<file path="src/rtl/rpn_key_sequencer.sv">
// Keypad front end for an RPN stack calculator: turns key presses into push/op commands
// and tracks downstream stack depth so operations with too few operands are rejected.
module rpn_key_sequencer (
  input  logic        clk,
  input  logic        rst,
  input  logic        key_valid,
  input  logic [3:0]  key_code,
  output logic        key_ready,
  output logic        cmd_valid,
  output logic        push,
  output logic [1:0]  op,
  output logic [15:0] d,
  output logic [15:0] entry,
  output logic [9:0]  depth,
  output logic        err
);

  localparam int unsigned DW = 16;
  localparam int unsigned SW = 10;
  localparam logic [SW-1:0] DEPTH_MAX = SW'(1023);

  localparam logic [3:0] K_ENTER = 4'hA;
  localparam logic [3:0] K_NEG   = 4'hB;
  localparam logic [3:0] K_ADD   = 4'hC;
  localparam logic [3:0] K_MUL   = 4'hD;
  localparam logic [3:0] K_CLR   = 4'hE;

  localparam logic [1:0] OP_NEG = 2'd1;

  typedef enum logic [1:0] {IDLE, ENTRY, OPPEND} state_t;

  state_t         state;
  logic [1:0]     pend_op;
  logic [DW-1:0]  entry_next_c;
  logic [1:0]     key_op_c;
  logic           push_full_c;

  // Negate needs one operand, add and multiply need two.
  function automatic logic op_ok(input logic [1:0] o, input logic [SW-1:0] dep);
    if (o == OP_NEG) op_ok = (dep >= SW'(1));
    else             op_ok = (dep >= SW'(2));
  endfunction

  assign entry_next_c = DW'(entry * DW'(10)) + DW'(key_code);
  assign key_op_c     = 2'(key_code - K_ENTER);
  assign push_full_c  = (depth == DEPTH_MAX);

  always_ff @(posedge clk) begin
    if (rst) begin
      state     <= IDLE;
      pend_op   <= 2'd0;
      entry     <= '0;
      depth     <= '0;
      cmd_valid <= 1'b0;
      push      <= 1'b0;
      op        <= 2'd0;
      d         <= '0;
      err       <= 1'b0;
      key_ready <= 1'b1;
    end else begin
      cmd_valid <= 1'b0;
      push      <= 1'b0;
      op        <= 2'd0;
      d         <= '0;
      err       <= 1'b0;
      key_ready <= 1'b1;

      case (state)
        // Second half of a push-then-op pair; depth already reflects the push.
        OPPEND: begin
          state <= IDLE;
          if (op_ok(pend_op, depth)) begin
            cmd_valid <= 1'b1;
            op        <= pend_op;
            if (pend_op != OP_NEG) depth <= depth - SW'(1);
          end else begin
            err <= 1'b1;
          end
        end

        default: begin
          if (key_valid) begin
            if (key_code <= 4'd9) begin
              entry <= entry_next_c;
              state <= ENTRY;
            end else begin
              case (key_code)
                K_ENTER: begin
                  if (state == ENTRY) begin
                    if (push_full_c) begin
                      err <= 1'b1;
                    end else begin
                      cmd_valid <= 1'b1;
                      push      <= 1'b1;
                      d         <= entry;
                      depth     <= depth + SW'(1);
                    end
                    entry <= '0;
                    state <= IDLE;
                  end
                end
                K_NEG, K_ADD, K_MUL: begin
                  if (state == ENTRY) begin
                    if (push_full_c) begin
                      err <= 1'b1;
                    end else begin
                      cmd_valid <= 1'b1;
                      push      <= 1'b1;
                      d         <= entry;
                      depth     <= depth + SW'(1);
                    end
                    entry     <= '0;
                    pend_op   <= key_op_c;
                    state     <= OPPEND;
                    key_ready <= 1'b0;
                  end else if (op_ok(key_op_c, depth)) begin
                    cmd_valid <= 1'b1;
                    op        <= key_op_c;
                    if (key_op_c != OP_NEG) depth <= depth - SW'(1);
                  end else begin
                    err <= 1'b1;
                  end
                end
                K_CLR: begin
                  entry <= '0;
                  state <= IDLE;
                end
                default: ;
              endcase
            end
          end
        end
      endcase
    end
  end

endmodule

</file>
<file path="config.mk">
export PLATFORM = sky130hd
export DESIGN_NAME = rpn_key_sequencer
export DESIGN_NICKNAME = d
export VERILOG_FILES = /design/src/rtl/rpn_key_sequencer.sv
export SDC_FILE = /design/constraint.sdc
export NUM_CORES = 1
export LEC_CHECK = 0
export CORE_ASPECT_RATIO = 1.2
export CORE_MARGIN = 2
export CORE_UTILIZATION = 55
export DETAILED_ROUTE_END_ITERATION = 10
export PLACE_DENSITY = 0.89
export SLEW_MARGIN = 40
export SYNTH_ARGS = -nofsm -noshare
export SYNTH_HDL_FRONTEND = slang
export SYNTH_SLANG_ARGS = --single-unit
export TNS_END_PERCENT = 50
</file>
<file path="constraint.sdc">
create_clock -name clk -period 4.52 [get_ports clk]
set_input_delay 0.904 -clock clk [delete_from_list [all_inputs] [get_ports clk]]
set_output_delay 0.904 -clock clk [all_outputs]
set_load 0.01 [all_outputs]
</file>
==> results.py, run 1 <==
metrics = {
    "clock_network": {
        "cts_inserted_buffers": 5,
        "cts-root-buf": "sky130_fd_sc_hd__clkbuf_8",
        "clock_insertion_delay_worst_skew_ns": 0.30,
        "ctsLongestPathBuffers": 2,
        "clkSlewWorstSetupHoldPaths_ns": 0.09,
        "cts.repair_timing.setup_buffer_count": 0,
        "post_cts_hold_buffer_count": 0,
        "cts_tree": "built",
        "cts-htree-levels": 2,
        "cts_sinks": 52,
        "cts.repair.resized": 0,
    },
    "yosys": {
        "synth_warnings": 0,
        "ys_seq_elements": 52,
        "synth_xor_xnor_area_share": 0.0579,
        "main_combinational_cell_family_by_area_after_synthesis": "simple AND/OR/NAND/NOR gates",
        "synth.avg_cell_area_um2": 8.32,
        "synth_cell_types": 61,
        "syn_nets": 459,
        "top_cells_by_area_synth": "sky130_fd_sc_hd__dfxtp_1 30%, sky130_fd_sc_hd__ha_1 12%, sky130_fd_sc_hd__a21oi_1 4.9%, sky130_fd_sc_hd__and2_1 4.0%, sky130_fd_sc_hd__nand3_1 3.7%",
        "synth-compound-area-share": 0.191,
        "synth_largest_type_area_fraction": 0.299,
        "postSynth.asyncResetShare": 0,
        "postSynth.topFlopCell": "sky130_fd_sc_hd__dfxtp_1",
        "post_synth_fa_ha_maj_area_fraction": 0.127,
        "synth_edf_count": 0,
        "syn_area_um2": 3480,
        "synth_simple_gate_area_frac": 0.272,
        "area_leader_netlist": "sky130_fd_sc_hd__dfxtp_1",
        "synth-seq-area-share": 0.299,
        "yosys-mux-area-fraction": 0.0147,
        "synthesis.instances": 418,
    },
    "global_routing": {
        "grt_antenna_before_repair": 0,
        "grt-ovfl-total": 0,
        "global_route.usage.total": 0.242,
        "grt_pass1_wl_mm": 13.9,
        "first_global_vias": 2989,
        "pin_count_of_the_biggest_net_entering_global_routing": 34,
    },
    "place": {
        "io_buffer_count": 54,
        "dp.cells": 538,
        "gp_congestion": 0.950,
        "dp_slack_ns": 0.974,
        "dp_hpwl_mm": 6.58,
        "placedInstanceArea_um2": 4040,
    },
    "sta": {
        "setup_viol": 0,
        "rsz0062_at_grt": "no",
        "worstMarginPinSlew_ns": 0.683,
        "fmax_mhz": 288,
        "worst_slew_margin_rel": 0.543,
        "finalWorstSetupSlack_ns": 1.05,
        "totalNegativeSetupSlack_ns": 0,
        "hold_violations": 0,
        "finalCriticalPeriod_ns": 3.47,
        "fin_worst_skew_ns": 0.00597,
        "final-max-slew-violation-count": 0,
        "min_period_over_period": 0.768,
    },
    "critical_path": {
        "cp_max_delay_cell": "sky130_fd_sc_hd__a2111oi_0",
        "worst-path-max-fanout": 6,
        "critical_path_required_ns": 4.69,
        "crit_chain": "ha_1 > ha_1 > fa_1 > a21o_1 > a2111oi_0 > mux2i_1 > a211oi_2 > nand3_1 > o311ai_0 > o211ai_1",
        "timing.critical_path.to_type": "flop",
        "arrival_ns": 3.64,
        "timing.critical_path.mode_cell": "sky130_fd_sc_hd__ha_1",
        "timing_worst_setup_path_type": "reg2reg",
        "timing.critical_path.slowest_cell_delay_ns": 0.47,
        "critical_path.startpoint_type": "flop",
    },
    "layout": {
        "multi_input_area_um2": 2300,
        "finish.instance_area_um2": 4170,
        "area_growth_syn_to_layout_pct": 19.7,
        "seq_cell_area_um2": 1040,
        "instances_no_fill": 546,
        "layout_commonest_cell": "sky130_fd_sc_hd__clkdlybuf4s50_1",
        "final_layout_size_suffix_gt1_frac": 0.0496,
        "num_antenna_cells": 0,
        "number_of_nets_in_the_layout": 504,
        "leading_cell_types_in_the_layout_fill_and_taps_excluded": "54 x sky130_fd_sc_hd__clkdlybuf4s50_1, 52 x sky130_fd_sc_hd__dfxtp_1, 34 x sky130_fd_sc_hd__a21oi_1",
        "layout.filler_cells": 515,
    },
    "power": {
        "power.density_nw_per_um2": 242,
        "leakage_nw": 1.69,
        "p_total_w": 0.00101,
        "peakVddDrop_mv": 0.133,
    },
    "die": {
        "fp.coreArea_um2": 6090,
        "chip_width_um": 76.6,
        "num_rows": 31,
        "initial_utilization": 0.571,
        "die_y_um": 91.1,
        "ioPinCount": 55,
        "fp.dieArea_um2": 6980,
    },
    "run_status": {
        "run_status": "finished clean",
    },
    "detailed_routing": {
        "ant_nets": 0,
        "dr.pass1.iters": 5,
        "finalWirelength_mm": 8.62,
        "routed-via-count": 3294,
        "viasPerCell": 6.03,
        "drt_iter0_drc": 156,
        "drc_errors": 0,
        "wire_per_inst_um": 15.8,
    },
    "job": {
        "max-cap-violations": 0,
    },
    "min_path": {
        "worst_hold_check_path_type": "reg2reg",
    },
}
## kinds of logic after synthesis
group           after synthesis
mux                           5
fa+ha+maj                    34
buf+inv                      28
flops                        52
compound gates              100
xor+xnor                     23
simple gates                176
## per-stage QoR
| stage | util | hold WS [ns] |
|---|---|---|
| 6_report | 0.684 | 0.477 |
| 5_1_grt | 0.684 | 0.510 |
| 4_1_cts | 0.684 | 0.477 |
| 3_5_place_dp | 0.663 | 0.463 |
| 3_3_place_gp | 0.663 | 0.465 |
| 2_1_floorplan | - | 0.445 |
## path summary, 6_finish.rpt
| check | start | to | slack (ns) | cells past startpoint |
|---|---|---|---|---|
| setup / recovery | entry[3] | entry[15] | 1.05 | 10 |
| hold / removal | pend_op[0] | op[0] | 0.48 | 2 |
| setup reg to reg | entry[3] | entry[15] | 1.05 | 10 |
| hold reg to reg | pend_op[0] | op[0] | 0.48 | 2 |
## power breakdown
group / switching, W / leakage (nW) / internal (W) / total (W)
clock network: 0.000143 / 0.0645 / 0.000195 / 0.000338
registers: 0.0000181 / 0.420 / 0.000468 / 0.000486
logic: 0.000106 / 1.20 / 0.0000759 / 0.000182
total: 0.000267 / 1.69 / 0.000739 / 0.00101
## metal layers
metal  track usage  share of wire
met5             0              0
met4        0.0848          0.019
met3        0.0348          0.042
met2         0.451           0.53
met1         0.280           0.41
## synth_stat cells, types with 2 or more instances
| cell | n |
|---|---|
| sky130_fd_sc_hd__clkbuf_1 | 10 |
| sky130_fd_sc_hd__or2_1 | 2 |
| sky130_fd_sc_hd__a211oi_2 | 2 |
| sky130_fd_sc_hd__a22o_1 | 2 |
| sky130_fd_sc_hd__buf_4 | 3 |
| sky130_fd_sc_hd__a211oi_1 | 6 |
| sky130_fd_sc_hd__a2111oi_0 | 2 |
| sky130_fd_sc_hd__nand3b_1 | 3 |
| sky130_fd_sc_hd__a21boi_0 | 2 |
| sky130_fd_sc_hd__o31ai_1 | 2 |
| sky130_fd_sc_hd__nand2b_1 | 10 |
| sky130_fd_sc_hd__nand4_1 | 8 |
| sky130_fd_sc_hd__and4_1 | 5 |
| sky130_fd_sc_hd__nor3_1 | 8 |
| sky130_fd_sc_hd__a22oi_1 | 2 |
| sky130_fd_sc_hd__and3_1 | 7 |
| sky130_fd_sc_hd__buf_6 | 2 |
| sky130_fd_sc_hd__o32a_1 | 2 |
| sky130_fd_sc_hd__o21ai_0 | 12 |
| sky130_fd_sc_hd__a21oi_1 | 34 |
| sky130_fd_sc_hd__buf_2 | 3 |
| sky130_fd_sc_hd__ha_1 | 32 |
| sky130_fd_sc_hd__o211ai_1 | 3 |
| sky130_fd_sc_hd__a31oi_1 | 5 |
| sky130_fd_sc_hd__o21a_1 | 2 |
| sky130_fd_sc_hd__fa_1 | 2 |
| sky130_fd_sc_hd__dfxtp_1 | 52 |
| sky130_fd_sc_hd__inv_2 | 2 |
| sky130_fd_sc_hd__inv_1 | 8 |
| sky130_fd_sc_hd__nand3_1 | 26 |
| sky130_fd_sc_hd__xnor2_1 | 12 |
| sky130_fd_sc_hd__o21ai_1 | 4 |
| sky130_fd_sc_hd__nor2_1 | 31 |
| sky130_fd_sc_hd__mux2i_1 | 4 |
| sky130_fd_sc_hd__or3_1 | 6 |
| sky130_fd_sc_hd__a21o_1 | 6 |
| sky130_fd_sc_hd__nor4b_1 | 3 |
| sky130_fd_sc_hd__or4_1 | 3 |
| sky130_fd_sc_hd__xor2_1 | 11 |
| sky130_fd_sc_hd__and2_1 | 22 |
| sky130_fd_sc_hd__nor2b_1 | 3 |
| sky130_fd_sc_hd__a311oi_1 | 4 |
| sky130_fd_sc_hd__nand2_1 | 32 |
## worst max-delay path, delay by kind of cell, from the launching register on
family,cells,cell delay (ns)
AO/OA/AOI/OAI,5,1.61
multiplexers,1,0.21
flip-flops,1,0.44
AND/OR/NAND/NOR,1,0.15
adder cells (fa/ha/maj),3,0.95
## cell type report
| type | count | area share |
|---|---|---|
| Clock inverter | 1 | 0.00721 |
| Clock buffer | 7 | 0.0231 |
| Timing Repair Buffer | 56 | 0.133 |
| Multi-Input combinational cell | 338 | 0.553 |
| Inverter | 10 | 0.00901 |
| Tap cell | 82 | 0.0246 |
| Sequential cell | 52 | 0.250 |
## registers in the layout, indices dropped and copies added (netlist names)
register	flops
key_ready	1
depth	10
push	1
state	2
pend_op	2
d	16
cmd_valid	1
op	2
entry	16
err	1
No activity file was read; power rests on OpenSTA's default activity.
==> inputs of run 2 (changes only) <==
--- a/config.mk
+++ b/config.mk
@@ -7,9 +7,9 @@
 export LEC_CHECK = 0
 export CORE_ASPECT_RATIO = 1.2
 export CORE_MARGIN = 2
-export CORE_UTILIZATION = 55
+export CORE_UTILIZATION = 49
 export DETAILED_ROUTE_END_ITERATION = 10
-export PLACE_DENSITY = 0.89
+export PLACE_DENSITY = 0.84
 export SLEW_MARGIN = 40
 export SYNTH_ARGS = -nofsm -noshare
 export SYNTH_HDL_FRONTEND = slang
==> constraint.sdc (replaced) <==
create_clock -name clk -period 3.15 [get_ports clk]
set_input_delay 0.63 -clock clk [delete_from_list [all_inputs] [get_ports clk]]
set_output_delay 0.63 -clock clk [all_outputs]
set_load 0.01 [all_outputs]
==> run 2 against run 1 <==
Critical path depth is 1 higher; total power increased by 33%; worst setup slack worse by 0.97 ns; worst hold slack gained 0.012 ns; die area grew 12%; routed wire length grew 4.7%; highest routed layer unchanged; sequential cell count did not move; maximum frequency grew 13%; final area increased by 5.6%.
==> results.py, run 2 (same netlist as run 1, synthesis figures left out) <==
metrics = {
    "power": {
        "total_switching_power_w": 0.000389,
        "p_total_w": 0.00134,
        "leakage_nw": 1.75,
        "cell_internal_pwr_w": 0.000953,
        "power.density_nw_per_um2": 305,
        "pwr-share-seq": 0.518,
        "peakVddDrop_mv": 0.189,
        "comb_power_share": 0.228,
        "power_switching_share": 0.290,
        "power_frac_clock": 0.254,
    },
    "place": {
        "dp_hpwl_mm": 6.81,
        "placedInstanceArea_um2": 4200,
        "gp_congestion": 0.919,
        "io_buffer_count": 54,
    },
    "detailed_routing": {
        "finalWirelength_mm": 9.03,
        "wire_per_inst_um": 15.8,
        "drt_iter0_drc": 157,
        "viasPerCell": 6.02,
        "drc_errors": 0,
        "ant_nets": 0,
        "dr.pass1.iters": 7,
        "routed-via-count": 3433,
    },
    "die": {
        "num_rows": 33,
        "chip_width_um": 80.9,
        "fp.dieArea_um2": 7790,
        "die_y_um": 96.3,
        "fp.coreArea_um2": 6850,
        "initial_utilization": 0.507,
        "ioPinCount": 55,
    },
    "layout": {
        "post_layout_utilization_of_the_core": 0.641,
        "number_of_nets_in_the_layout": 526,
        "largestRegisters": "d x16, entry x16, depth x10",
        "area_growth_syn_to_layout_pct": 26.4,
        "finish.instance_area_um2": 4400,
        "layout_commonest_cell": "sky130_fd_sc_hd__clkdlybuf4s50_1",
        "leading_cell_types_in_the_layout_fill_and_taps_excluded": "54 x sky130_fd_sc_hd__clkdlybuf4s50_1, 48 x sky130_fd_sc_hd__dfxtp_1, 34 x sky130_fd_sc_hd__a21oi_1",
        "final_layout_size_suffix_gt1_frac": 0.118,
        "num_antenna_cells": 0,
    },
    "run_status": {
        "run_status": "finished clean",
    },
    "clock_network": {
        "post_cts_hold_buffer_count": 0,
        "clkSlewWorstSetupHoldPaths_ns": 0.08,
        "cts_inserted_buffers": 5,
        "cts_tree": "built",
        "clock_insertion_delay_worst_skew_ns": 0.30,
        "ctsLongestPathBuffers": 2,
        "cts_sinks": 52,
        "cts-root-buf": "sky130_fd_sc_hd__clkbuf_8",
        "cts-htree-levels": 2,
    },
    "sta": {
        "final-max-slew-violation-count": 0,
        "worstMarginPinSlew_ns": 0.674,
        "setup_viol": 0,
        "worst_slew_margin_rel": 0.546,
        "min_period_over_period": 0.977,
        "fmax_mhz": 325,
        "hold_violations": 0,
        "worst_hold_slack_ns": 0.489,
        "finalCriticalPeriod_ns": 3.08,
        "fin_worst_skew_ns": 0.00767,
    },
    "critical_path": {
        "arrival_ns": 3.31,
        "critical_path_required_ns": 3.39,
        "timing.critical_path.to_type": "flop",
        "timing_worst_setup_path_type": "reg2reg",
        "worst-path-max-fanout": 5,
        "critical_path.startpoint_type": "flop",
    },
    "global_routing": {
        "grt-ovfl-total": 0,
        "pin_count_of_the_biggest_net_entering_global_routing": 33,
        "global_route.usage.total": 0.237,
        "grt_antenna_before_repair": 0,
        "first_global_vias": 3293,
        "grt_pass1_wl_mm": 14.6,
    },
    "min_path": {
        "worst_hold_check_path_type": "reg2reg",
    },
    "job": {
        "max-cap-violations": 0,
    },
}
[run 2: cell types whose count changed in the layout (fill, tap and decap cells not counted), moves of 2 or more]
cell,previous run,this run
sky130_fd_sc_hd__buf_4,2,24
sky130_fd_sc_hd__clkbuf_8,7,5
sky130_fd_sc_hd__dfxtp_1,52,48
sky130_fd_sc_hd__dfxtp_2,0,4
sky130_fd_sc_hd__ha_1,32,25
sky130_fd_sc_hd__ha_4,0,6
[run 2: cell type report]
type | count | area (um^2)
well taps | 87 | 109
fillers | 583 | 2460
clock buffers | 5 | 68.8
multi-input cells | 338 | 2410
inverters | 10 | 37.5
flip-flops and latches | 52 | 1050
repair buffers | 78 | 721
[run 2: through the flow]
step	TNS, ns	setup WS, ns	instances
2_1_floorplan	0	0.0553	418
3_3_place_gp	0	0.123	564
3_5_place_dp	0	0.0474	564
4_1_cts	0	0.0344	569
5_1_grt	-0.0615	-0.0615	570
6_report	0	0.0736	570
[run 2: what timing repair did]
action	CTS	global route
buffers inserted	0	1
endpoints found under the setup margin	0	4
resized for setup	0	20
[run 2: worst paths after layout]
check	from	endpoint	slack, ns	cells after the start
max	entry[3]	entry[14]	0.07	11
min	pend_op[0]	op[0]	0.49	2
max reg2reg	entry[3]	entry[14]	0.07	11
min reg2reg	pend_op[0]	op[0]	0.49	2
[run 2: critical path: stages (launching register included)]
cell and delay [ns]:
sky130_fd_sc_hd__dfxtp_1 0.38, sky130_fd_sc_hd__ha_4 0.23, sky130_fd_sc_hd__ha_4 0.17, sky130_fd_sc_hd__fa_2 0.33, sky130_fd_sc_hd__a21o_1 0.21, sky130_fd_sc_hd__buf_4 0.16, sky130_fd_sc_hd__a211oi_1 0.24, sky130_fd_sc_hd__mux2i_1 0.15
sky130_fd_sc_hd__a211oi_2 0.33, sky130_fd_sc_hd__nand3_1 0.17, sky130_fd_sc_hd__or4_1 0.55, sky130_fd_sc_hd__nand3_1 0.10
[run 2: power by group through the flow]
| stage | sequential, W | clock (W) | combinational, W |
|---|---|---|---|
| global route | 0.000698 | 0.000375 | 0.000336 |
| finish | 0.000696 | 0.000341 | 0.000305 |
| global placement | 0.000706 | 0 | 0.000272 |
| detailed placement | 0.000708 | 0 | 0.000281 |
| floorplan | 0.000707 | 0 | 0.000186 |
| CTS | 0.000692 | 0.000348 | 0.000285 |
[run 2: layer usage]
metal / track usage / wire (um) / share of wire
met5: 0 / 0 / 0
met4: 0.116 / 253 / 0.028
met3: 0.0319 / 446 / 0.049
met1: 0.270 / 3600 / 0.40
met2: 0.430 / 4730 / 0.52
